==> src/rtl/jt49_lpfdec.sv <==
// ---------------------------------------------------------------------------
// jt49_lpfdec
//
// Post-processing stage after the JT49 DC-removal filter. Each PSG sample
// strobe updates a first-order IIR low-pass accumulator with a programmable
// shift. The result is decimated by a run-time ratio. Decimated samples go to
// the audio mixer through a 2-entry valid/ready FIFO. A sticky overrun flag
// records samples that were dropped because the mixer stalled.
//
// Parameters
//   FRAC  fractional bits of the accumulator (AW = 8 + FRAC)
//   OW    output width (OW <= AW); the output is the top OW bits of acc
//   DECW  width of the decimation ratio port
//
// Ports
//   clk          system clock
//   rst_n        asynchronous reset, active low
//   cen          input sample strobe, one clk wide
//   din          signed 8-bit input sample, taken when cen=1
//   k            low-pass shift (0 = bypass)
//   ratio        decimation ratio R (0 behaves as 1)
//   dout         signed FIFO head sample, 0 when the FIFO is empty
//   dout_valid   FIFO not empty
//   dout_ready   consumer takes the head when dout_valid & dout_ready
//   overrun      sticky flag: a decimated sample was dropped
//   overrun_clr  clears overrun; a drop in the same cycle wins
//
// Build option
//   JT49_LPFDEC_ROUND_EN : when defined, the output sample is rounded by half
//   an output LSB and saturated. Otherwise the output is a plain truncation
//   toward -inf.
// ---------------------------------------------------------------------------
module jt49_lpfdec #(
  parameter int unsigned FRAC = 8,
  parameter int unsigned OW   = 12,
  parameter int unsigned DECW = 4
) (
  input  logic                 clk,
  input  logic                 rst_n,
  input  logic                 cen,
  input  logic signed [7:0]    din,
  input  logic [3:0]           k,
  input  logic [DECW-1:0]      ratio,
  output logic signed [OW-1:0] dout,
  output logic                 dout_valid,
  input  logic                 dout_ready,
  output logic                 overrun,
  input  logic                 overrun_clr
);

  localparam int unsigned AW = 8 + FRAC;
  localparam int unsigned SH = AW - OW;

  // -------------------------------------------------------------------------
  // IIR low-pass: acc += (din<<FRAC - acc) >>> k
  // -------------------------------------------------------------------------
  logic signed [AW-1:0] r_acc;
  logic signed [AW:0]   w_target;
  logic signed [AW:0]   w_diff;
  logic signed [AW:0]   w_step;
  logic signed [AW-1:0] w_acc_next;
  logic                 w_unused;

  assign w_target = {din[7], din, {FRAC{1'b0}}};
  assign w_diff   = w_target - {r_acc[AW-1], r_acc};
  assign w_step   = w_diff >>> k;
  // The shifted step never moves acc past the target, so the sum fits AW bits.
  assign w_acc_next = r_acc + w_step[AW-1:0];
  assign w_unused   = w_step[AW];

  always_ff @(posedge clk or negedge rst_n) begin
    if (!rst_n) begin
      r_acc <= '0;
    end else if (cen) begin
      r_acc <= w_acc_next;
    end
  end

  // -------------------------------------------------------------------------
  // Decimator
  // -------------------------------------------------------------------------
  logic [DECW-1:0] r_cnt;
  logic [DECW-1:0] w_last_idx;
  logic            w_push;

  assign w_last_idx = (ratio == '0) ? '0 : ratio - DECW'(1);
  // ">=" rather than "==": lowering the ratio below the current count makes
  // the next strobe push and wrap instead of running the counter around.
  assign w_push     = cen & (r_cnt >= w_last_idx);

  always_ff @(posedge clk or negedge rst_n) begin
    if (!rst_n) begin
      r_cnt <= '0;
    end else if (cen) begin
      r_cnt <= w_push ? '0 : r_cnt + DECW'(1);
    end
  end

  // -------------------------------------------------------------------------
  // Output sample formation
  // -------------------------------------------------------------------------
  logic signed [OW-1:0] w_sample;

`ifdef JT49_LPFDEC_ROUND_EN
  generate
    if (SH == 0) begin : g_full_width
      assign w_sample = w_acc_next;
    end else begin : g_round
      logic signed [AW:0] w_rnd_sum;
      logic signed [OW:0] w_rnd;
      logic               w_rnd_unused;

      assign w_rnd_sum    = {w_acc_next[AW-1], w_acc_next} + ((AW+1)'(1) << (SH-1));
      assign w_rnd        = w_rnd_sum[AW:SH];
      assign w_rnd_unused = ^w_rnd_sum[SH-1:0];

      // One guard bit above the output: a disagreement with the sign bit
      // means the rounded value left the OW-bit range.
      always_comb begin
        w_sample = w_rnd[OW-1:0];
        if (w_rnd[OW] != w_rnd[OW-1]) begin
          w_sample = w_rnd[OW] ? {1'b1, {(OW-1){1'b0}}} : {1'b0, {(OW-1){1'b1}}};
        end
      end
    end
  endgenerate
`else
  assign w_sample = w_acc_next[AW-1 -: OW];
`endif

  // -------------------------------------------------------------------------
  // 2-entry FIFO: occupancy state plus head/tail registers
  // -------------------------------------------------------------------------
  typedef enum logic [1:0] {
    FIFO_EMPTY,
    FIFO_ONE,
    FIFO_FULL
  } fifo_state_t;

  fifo_state_t          r_state;
  fifo_state_t          w_state_next;
  logic signed [OW-1:0] r_head;
  logic signed [OW-1:0] r_tail;
  logic                 w_pop;
  logic                 w_drop;
  logic                 w_head_ld_new;
  logic                 w_head_ld_tail;
  logic                 w_tail_ld;

  assign dout_valid = (r_state != FIFO_EMPTY);
  assign w_pop      = dout_valid & dout_ready;
  // A full FIFO still accepts a push when the head leaves in the same cycle.
  assign w_drop     = w_push & (r_state == FIFO_FULL) & ~w_pop;
  assign dout       = dout_valid ? r_head : '0;

  always_ff @(posedge clk or negedge rst_n) begin
    if (!rst_n) begin
      r_state <= FIFO_EMPTY;
    end else begin
      r_state <= w_state_next;
    end
  end

  always_comb begin
    w_state_next   = r_state;
    w_head_ld_new  = 1'b0;
    w_head_ld_tail = 1'b0;
    w_tail_ld      = 1'b0;
    case (r_state)
      FIFO_EMPTY: begin
        if (w_push) begin
          w_state_next  = FIFO_ONE;
          w_head_ld_new = 1'b1;
        end
      end
      FIFO_ONE: begin
        case ({w_push, w_pop})
          2'b11: w_head_ld_new = 1'b1;
          2'b01: w_state_next  = FIFO_EMPTY;
          2'b10: begin
            w_tail_ld    = 1'b1;
            w_state_next = FIFO_FULL;
          end
          default: ;
        endcase
      end
      FIFO_FULL: begin
        if (w_pop) begin
          w_head_ld_tail = 1'b1;
          if (w_push) begin
            w_tail_ld = 1'b1;
          end else begin
            w_state_next = FIFO_ONE;
          end
        end
      end
      default: w_state_next = FIFO_EMPTY;
    endcase
  end

  always_ff @(posedge clk or negedge rst_n) begin
    if (!rst_n) begin
      r_head <= '0;
      r_tail <= '0;
    end else begin
      if (w_head_ld_new) begin
        r_head <= w_sample;
      end else if (w_head_ld_tail) begin
        r_head <= r_tail;
      end
      if (w_tail_ld) begin
        r_tail <= w_sample;
      end
    end
  end

  // -------------------------------------------------------------------------
  // Sticky overrun flag
  // -------------------------------------------------------------------------
  logic r_overrun;

  always_ff @(posedge clk or negedge rst_n) begin
    if (!rst_n) begin
      r_overrun <= 1'b0;
    end else if (w_drop) begin
      r_overrun <= 1'b1;
    end else if (overrun_clr) begin
      r_overrun <= 1'b0;
    end
  end

  assign overrun = r_overrun;

endmodule

==> config.mk <==
export PLATFORM = sky130hd
export DESIGN_NAME = jt49_lpfdec
export DESIGN_NICKNAME = d
export VERILOG_FILES = /design/src/rtl/jt49_lpfdec.sv
export SDC_FILE = /design/constraint.sdc
export NUM_CORES = 1
export LEC_CHECK = 0
export BUFFER_PORTS_ARGS = -buffer_cell sky130_fd_sc_hd__buf_4
export CAP_MARGIN = 5
export CORE_UTILIZATION = 55
export DETAILED_ROUTE_END_ITERATION = 8
export GPL_ROUTABILITY_DRIVEN = 0
export GPL_TIMING_DRIVEN = 1
export PLACE_DENSITY = 0.82
export SYNTH_ARGS = -nofsm -noshare
export SYNTH_HDL_FRONTEND = slang
export SYNTH_SLANG_ARGS = --single-unit
==> constraint.sdc <==
create_clock -name clk -period 6.55 [get_ports clk]
set_input_delay 0.3275 -clock clk [delete_from_list [all_inputs] [get_ports clk]]
set_output_delay 0.3275 -clock clk [all_outputs]
set_load 0.05 [all_outputs]
======== Word level (Yosys, flattened, before mapping) ========
Index checks and enable logic that the tools add are counted.
storage, ports and cells
  bits in registers ....................... 47
  bits of input ports ..................... 21
  output and inout bits ................... 14
  logic and storage cells ................. 52
operators by class
  add/subtract/negate cells ............... 4
  order comparisons ....................... 1
  equality and inequality tests ........... 9
  shift-type cells ........................ 1
  muxes and demuxes ....................... 20
  bitwise logic cells ..................... 5
  reduce and logical (&&, ||, !) cells .... 6
operator list
  operator                                             number
  two-way mux 12 bit                                   3
  >>> shifter 17 x 4 -> 16 bit                         1
  subtractor 16 x 16 -> 17 bit                         1
  adder 16 bit                                         1
  two-way mux 1 bit                                    8
  two-way mux 4 bit                                    2
  equality test 2 bit, second input constant           3
  two-way mux 2 bit                                    3
  != test 2 bit, second input constant                 3
  case mux 2 bit (3 select lines)                      1
  nonzero test 2 bit                                   3
  adder 4 x 1 -> 4 bit, second input constant          1
  bitwise AND 1 bit                                    4
  equality test 2 x 1 -> 1 bit, second input constant  2
  greater-or-equal comparator 4 bit                    1
  logical NOT 4 bit                                    1
  case mux 1 bit (2 select lines)                      2
  case mux 2 bit (2 select lines)                      1
  AND reduction 4 bit                                  1
  subtractor 4 x 1 -> 4 bit, second input constant     1
  != test 3 x 2 -> 1 bit, second input constant        1
  logical NOT 2 bit                                    1
  inverter 1 bit                                       1

======== Depth between registers and ports, before layout ========
Gate-level depths: netlist (run 1).
  depth in word-level cells ............... 8
  mapped depth ............................ 21
  gate-level depth less buffers ........... 20

======== Least setup slack after synthesis (run 1) ========
OpenSTA, ideal clock, no wires.
  path type ............................... register -> register
  from .................................... register r_acc[1]
  to ...................................... register r_tail[11]
  library setup time ...................... 0.125 ns
  data arrival time ....................... 4.528 ns
  required time ........................... 6.425 ns
  path slack .............................. 1.898 ns
  cell stages (with the launch flop) ...... 19
  buffers on the path ..................... 0
  period minus slack after synthesis ...... 4.652 ns
  cell sequence ........................... dfrtp_1 > inv_1 > ha_1 > nor3b_2 > and4_4 > a2111oi_4 > o311a_2 > or2_1 > nand2_1 > o21ai_0 > mux4_2 > ha_1 > o21ai_0 > o21ai_0 > a221oi_1 > o21ai_0 > o41a_1 > xnor3_1 > mux2_2
on the way
  word-level cells in the longest chain between the ends .. 3
ends and longest elaborated chain
  element                       line  text
  start, declared               57    logic signed [AW-1:0] r_acc;
  start signal, assigned        75    r_acc <= w_acc_next;
  subtractor 16 x 16 -> 17 bit  65    assign w_diff = w_target - {r_acc[AW-1], r_acc};
  >>> shifter 17 x 4 -> 16 bit  66    assign w_step = w_diff >>> k;
  adder 16 bit *                68    assign w_acc_next = r_acc + w_step[AW-1:0];
  end signal, assigned          212   r_tail <= w_sample;
  end, declared                 143   logic signed [OW-1:0] r_tail;
Mark *: on every way between the ends. The rest lies on a longest branch, timed or not.
A chain may end at the register's enable or synchronous reset.

======== Worst setup path in the final report (run 1) ========
  from .................................... register r_acc[1]
  to ...................................... register r_tail[10]
Same word-level chain as after synthesis.

==> impl_metrics.yaml, run 1 <==
floorplanning:
  die-area_sq_um: 8356
  die_x_um: 91.41
  initial_core_util: 0.5690
  pin_count: 35
  die_h_um: 91.41
  row_count: 32
  core_sq_um: 7727
yosys:
  synth_area_leader_cell: "dfrtp_1"
  syn_inst: 505
  synth_top_area_frac: 0.2675
  synth_area_leaders: "dfrtp_1 (27%), ha_1 (9.4%), mux2i_1 (7.1%)"
  yosys_warnings: 0
  ys_types: 70
  avgSynthCellArea_sq_um: 8.706
  syn_area_sq_um: 4397
  syn_nets: 560
  ys_ff_latch: 47
  yosysSeqAreaShare: 0.2675
  async_flop_share: 1.000
  synth-edff-count: 0
  synthFlopType: "dfrtp_1"
timing:
  rsz0062_at_grt: "false"
  fmax_ghz: 0.1835
  max_slew_margin: 0.4233
  skew_ns: 0.007131
  period_share: 0.8319
  period_needed_ns: 5.449
  setup_viol: 0
  maxSlewViolCount: 0
  tightest_slew_ns: 0.8626
  hold_viol: 0
  tns_ns: 0
worst_setup_path:
  reg2reg_depth: 20
  reg2reg_slack_ns: 1.10
  r2r-start: "r_acc[1]$_DFFE_PN0P_"
  path_common_cell: "o21ai_0"
  cpPeakStageDelay_ns: 0.50
  path_max_fanout: 7
  path_cells: "inv_1, ha_1, nor3b_2, and4_4, a2111oi_4, or2_2, xnor2_1, mux4_2, a21o_1, a21oi_1, ha_1, fa_1, a21o_1, a21oi_1, o21ai_0, a311oi_1, o21ai_0, a31oi_1, xor2_1, o21ai_0"
  critPathCaptureType: "flop"
  worst-setup-path-type: "flop to flop"
  worstPathRequired_ns: 6.70
  critPathLaunchType: "flop"
  cp_data_arrival_time_ns: 5.60
  slowest_stage: "a311oi_1"
  r2r-end: "r_tail[10]$_DFFE_PN0P_"
  startpoint: "r_acc[1]$_DFFE_PN0P_"
clocking:
  cts_hold_buffers: 0
  post_cts_buffers: 0
  clk_path_buf_depth: 2
  path_clk_slew_ns: 0.09
  cts_root_buf: "clkbuf_8"
  cts_resized: 0
  cts_tree: "built"
  cts_num_sinks: 47
  htreeDepth: 2
  numCtsBuffers: 5
  clock_latency_ns: 0.30
place:
  portBuffers: 34
  placedInstanceArea_sq_um: 4691
  dp_hpwl_mm: 7.602
global_route:
  overflow: 0
  grt_pass1_wl_mm: 16.81
  track_usage: 0.2452
  grt_max_degree: 48
  antenna_found_initial: 0
  grt_pass1_vias: 3703
route:
  totalWireLength_mm: 10.11
  drtIter0Drc: 303
  viasPerCell: 6.131
  route.detailed.drc: 0
  via_count: 3832
  antenna_left: 0
  firstDrtPassIters: 4
  wl_per_cell_um: 16.17
final_layout:
  area_growth_pct: 9.021
  final_util: 0.6203
  antennaDiodeCount: 0
  drive_gt1_frac: 0.1625
  layout.nets: 578
  layout_common_cells: "dfrtp_1 (47), nor2_1 (46), o21ai_0 (41), nand2_1 (39), buf_4 (35)"
  postLayoutCellArea_sq_um: 4793
  layout_commonest_cell: "dfrtp_1"
flow_run:
  drv_cap: 0
min_path:
  hold_path_class: "primary input to asynchronous set/reset pin"
status:
  outcome: "finished clean"
-- registers in the layout, summed over array words and instances (netlist names) --
signal   count
r_tail      12
r_acc       16
r_head      12
r_cnt        4
r_state      2
overrun      1
-- critical path: cells and delay by family (launching register included) --
kind | cells | cell delay (ns)
adder cells (fa/ha/maj) | 3 | 0.89
flip-flops | 1 | 0.49
buffers and inverters | 1 | 0.11
AO/OA/AOI/OAI | 10 | 1.98
XOR/XNOR | 2 | 0.50
AND/OR/NAND/NOR | 3 | 0.99
multiplexers | 1 | 0.33
-- metal layers --
layer,track usage,vias up,share of wire
li1,-,1874,-
met1,0.3108,1847,0.43
met2,0.4367,101,0.51
met3,0.03015,10,0.037
met4,0.06878,0,0.018
met5,0,-,0
-- worst max path at each step --
| stage | to | slack [ns] | depth (start not counted) |
|---|---|---|---|
| floorplan | r_tail[11]$_DFFE_PN0P_ | 1.90 | 18 |
| global placement | r_tail[11]$_DFFE_PN0P_ | 1.32 | 16 |
| detailed placement | r_tail[11]$_DFFE_PN0P_ | 1.29 | 16 |
| CTS | r_tail[10]$_DFFE_PN0P_ | 1.18 | 20 |
| global route | r_tail[11]$_DFFE_PN0P_ | 0.77 | 16 |
| finish | r_tail[10]$_DFFE_PN0P_ | 1.10 | 20 |
-- logic make-up after synthesis --
| kind of cell | after synthesis | share of synthesized area |
|---|---|---|
| adder cells (fa/ha/maj) | 34 | 0.09846 |
| AO/OA/AOI/OAI | 137 | 0.2106 |
| XOR/XNOR | 25 | 0.05293 |
| buffers and inverters | 52 | 0.04582 |
| flip-flops | 47 | 0.2675 |
| multiplexers | 57 | 0.1500 |
| AND/OR/NAND/NOR | 153 | 0.1747 |
-- through the flow --
stage / instances / hold slack [ns] / setup WS, ns
floorplan: 505 / 0.03191 / 1.898
global placement: 618 / 0.3681 / 1.317
detailed placement: 618 / 0.3730 / 1.286
CTS: 625 / 0.05013 / 1.176
global route: 625 / 0.07322 / 0.7700
finish: 625 / 0.02511 / 1.101
-- layout make-up --
type / count / area [sq um]
multi-input combinational: 406 / 3019
fill: 657 / 2934
sequential: 47 / 1176
timing repair buffer: 35 / 262.8
tap: 102 / 127.6
inverter: 28 / 105.1
clock buffer: 6 / 72.57
clock inverter: 1 / 30.03
-- synthesized netlist by cell type (2+ instances only) --
library cell   n
dfrtp_1       47
nor2_1        46
o21ai_0       41
nand2_1       39
ha_1          33
mux2i_1       31
inv_1         27
a21oi_1       26
mux2_2        21
clkbuf_1      17
xnor2_1       16
nor2b_1       15
nor3_1        13
a211oi_1      11
a21o_1        10
nand3_1        8
xor2_1         8
a31oi_1        6
nand2b_1       6
mux4_2         5
o31ai_1        5
or2_2          5
buf_1          4
a311oi_1       3
and3_1         3
o211ai_1       3
o21bai_1       3
o22ai_1        3
a221o_1        2
a221oi_1       2
buf_2          2
nor3b_1        2
nor4_1         2
o211a_1        2
o2bb2ai_1      2
o311ai_0       2
Power of run 1 is left out: the tool's default activity adds up to more than one toggle a clock period on the data nets, which glitch-free logic cannot reach.
==> run 2: changes to the inputs <==
--- a/config.mk
+++ b/config.mk
@@ -11,7 +11,7 @@
 export DETAILED_ROUTE_END_ITERATION = 8
 export GPL_ROUTABILITY_DRIVEN = 0
 export GPL_TIMING_DRIVEN = 1
-export PLACE_DENSITY = 0.82
+export PLACE_DENSITY = 0.85
 export SYNTH_ARGS = -nofsm -noshare
 export SYNTH_HDL_FRONTEND = slang
 export SYNTH_SLANG_ARGS = --single-unit
==> constraint.sdc (replaced) <==
create_clock -name clk -period 4.6 [get_ports clk]
set_input_delay 0.23 -clock clk [delete_from_list [all_inputs] [get_ports clk]]
set_output_delay 0.23 -clock clk [all_outputs]
set_load 0.05 [all_outputs]
==> run 2 against run 1 <==
  * The flow now finishes with violations (negative setup slack)
  * Non-clock buffer count is 80 higher
  * Global-route usage is 9.5 points higher
  * Routed wire length is 58% higher
  * Design area is 22% higher
  * Critical path depth is 5 higher
  * Maximum frequency is 7.5% higher
  * Critical endpoint is now r_acc[10]$_DFFE_PN0P_
  * Die area stayed put
  * Clock skew is 0.0017 ns lower
  * Highest routed layer unchanged
  * Sequential share of layout area is 4.4 points lower
  * Register-to-register slack worse by 1.6 ns
==> impl_metrics.yaml, run 2 (synthesis gave the netlist of run 1 again) <==
timing:
  fmax_ghz: 0.1974
  tightest_slew_ns: 0.7219
  rsz0062_at_grt: "true"
  maxSlewViolCount: 0
  max_slew_margin: 0.5173
  period_needed_ns: 5.067
  hold_viol: 0
  tns_ns: -5.082
  fin_ws_ns: -0.4669
  skew_ns: 0.005400
  setup_viol: 19
  period_share: 1.101
clocking:
  htreeDepth: 2
  path_clk_slew_ns: 0.10
  cts_num_sinks: 47
  cts_root_buf: "clkbuf_8"
  cts_tree: "built"
  clk_path_buf_depth: 2
  clock_latency_ns: 0.32
  numCtsBuffers: 5
worst_setup_path:
  crit_end: "r_acc[10]$_DFFE_PN0P_"
  worstPathRequired_ns: 4.81
  reg2reg_slack_ns: -0.47
  path_max_fanout: 3
  r2r-end: "r_acc[10]$_DFFE_PN0P_"
  reg2reg_depth: 25
  critPathCaptureType: "flop"
  r2r-start: "r_acc[0]$_DFFE_PN0P_"
  critPathLaunchType: "flop"
  startpoint: "r_acc[0]$_DFFE_PN0P_"
  cp_data_arrival_time_ns: 5.28
  worst-setup-path-type: "flop to flop"
route:
  route.detailed.drc: 0
  totalWireLength_mm: 16.02
  viasPerCell: 6.861
  antenna_left: 0
  via_count: 4844
  wl_per_cell_um: 22.69
  drtIter0Drc: 577
  firstDrtPassIters: 6
floorplanning:
  die-area_sq_um: 8356
  die_h_um: 91.41
  initial_core_util: 0.5690
  die_x_um: 91.41
  pin_count: 35
  row_count: 32
  core_sq_um: 7727
global_route:
  grt_pass1_vias: 4554
  antenna_found_initial: 0
  gr-usage-met1: 0.3982
  top_usage_layer: "met2"
  gr-usage-met2: 0.5802
  grt_pass1_wl_mm: 22.31
  track_usage: 0.3402
  gr-usage-met3: 0.05528
  grt_max_degree: 48
  overflow: 0
final_layout:
  antennaDiodeCount: 0
  reg_top3: "r_acc x16, r_head x12, r_tail x12"
  layout_common_cells: "buf_4 (113), dfrtp_1 (46), nor2_1 (42), nand2_1 (37), o21ai_0 (29)"
  final_util: 0.7549
  drive_gt1_frac: 0.3775
  area_growth_pct: 32.67
  layout_commonest_cell: "buf_4"
  largest_register: "r_acc"
  layout.nets: 658
  largest_register_ff_count: 16
flow_run:
  drv_cap: 0
min_path:
  hold_path_class: "primary input to flop"
place:
  portBuffers: 34
  dp_hpwl_mm: 8.525
  dp_slack_ns: -0.3316
status:
  outcome: "finished with violations"
  violations: "negative setup slack"
-- run 2: changes by cell type in the layout (fill, tap and decap cells not counted), sizes merged --
cell and delta:
dlygate4sd3 +1, clkinv +1, buf +79, clkbuf -1, inv +2, bufinv -1
-- run 2: how the worst min path moves through the flow --
stage | start | to | slack (ns) | cells after the start
2_1_floorplan | rst_n | overrun$_DFFE_PN0P_ | -0.07 | 0
5_1_grt | overrun_clr | overrun$_DFFE_PN0P_ | 0.09 | 2
3_5_place_dp | rst_n | r_tail[9]$_DFFE_PN0P_ | 0.28 | 1
6_report | overrun_clr | overrun$_DFFE_PN0P_ | 0.09 | 2
3_3_place_gp | rst_n | r_tail[9]$_DFFE_PN0P_ | 0.28 | 1
4_1_cts | overrun_clr | overrun$_DFFE_PN0P_ | 0.1 | 2
-- run 2: routing by layer --
metal  wire length [um]  vias up  share of wire
met5                  0        -              0
met4               1218        0          0.076
met2               7591      403           0.47
met1               5698     2263           0.36
met3               1508      143          0.094
li1                   -     2035              -
-- run 2: through the flow --
step / cell area (sq um) / hold WS, ns / std cells
after floorplan: 4408 / -0.06559 / 505
after global placement: 5190 / 0.2772 / 683
after detailed placement: 5190 / 0.2838 / 683
after CTS: 5523 / 0.09704 / 699
after global routing: 5833 / 0.09419 / 706
final: 5833 / 0.08828 / 706
-- run 2: timing repair --
action | CTS | global route
hold buffers | 1 | 0
pin swaps | 30 | 28
gates resized for setup | 39 | 50
buffers inserted | 7 | 7
setup endpoints to repair | 16 | 24
hold endpoints to repair | 47 | 0
-- run 2: area by class of cell --
cell class / instances / area (sq um)
Clock buffer: 5 / 68.82
Clock inverter: 3 / 22.52
Fill cell: 427 / 1894
Inverter: 28 / 105.1
Multi-Input combinational cell: 406 / 3462
Sequential cell: 47 / 1177
Tap cell: 102 / 127.6
Timing Repair Buffer: 115 / 869.6
-- run 2: critical path, stage by stage (launching register included) --
cell	delay, ns
dfrtp_1	0.37
inv_1	0.07
ha_2	0.20
nor3b_4	0.17
buf_4	0.15
buf_4	0.14
a31o_2	0.21
a21oi_2	0.20
buf_4	0.14
xor2_1	0.19
mux4_2	0.35
mux2i_1	0.10
nor2_1	0.17
a21oi_2	0.05
ha_2	0.20
fa_2	0.37
a21o_1	0.26
a21oi_4	0.28
o21ai_4	0.10
buf_4	0.16
buf_4	0.12
and3_1	0.20
o21ai_1	0.15
nor3b_2	0.23
nor2_2	0.10
mux2_2	0.27
Power of run 2 is left out for the same reason.
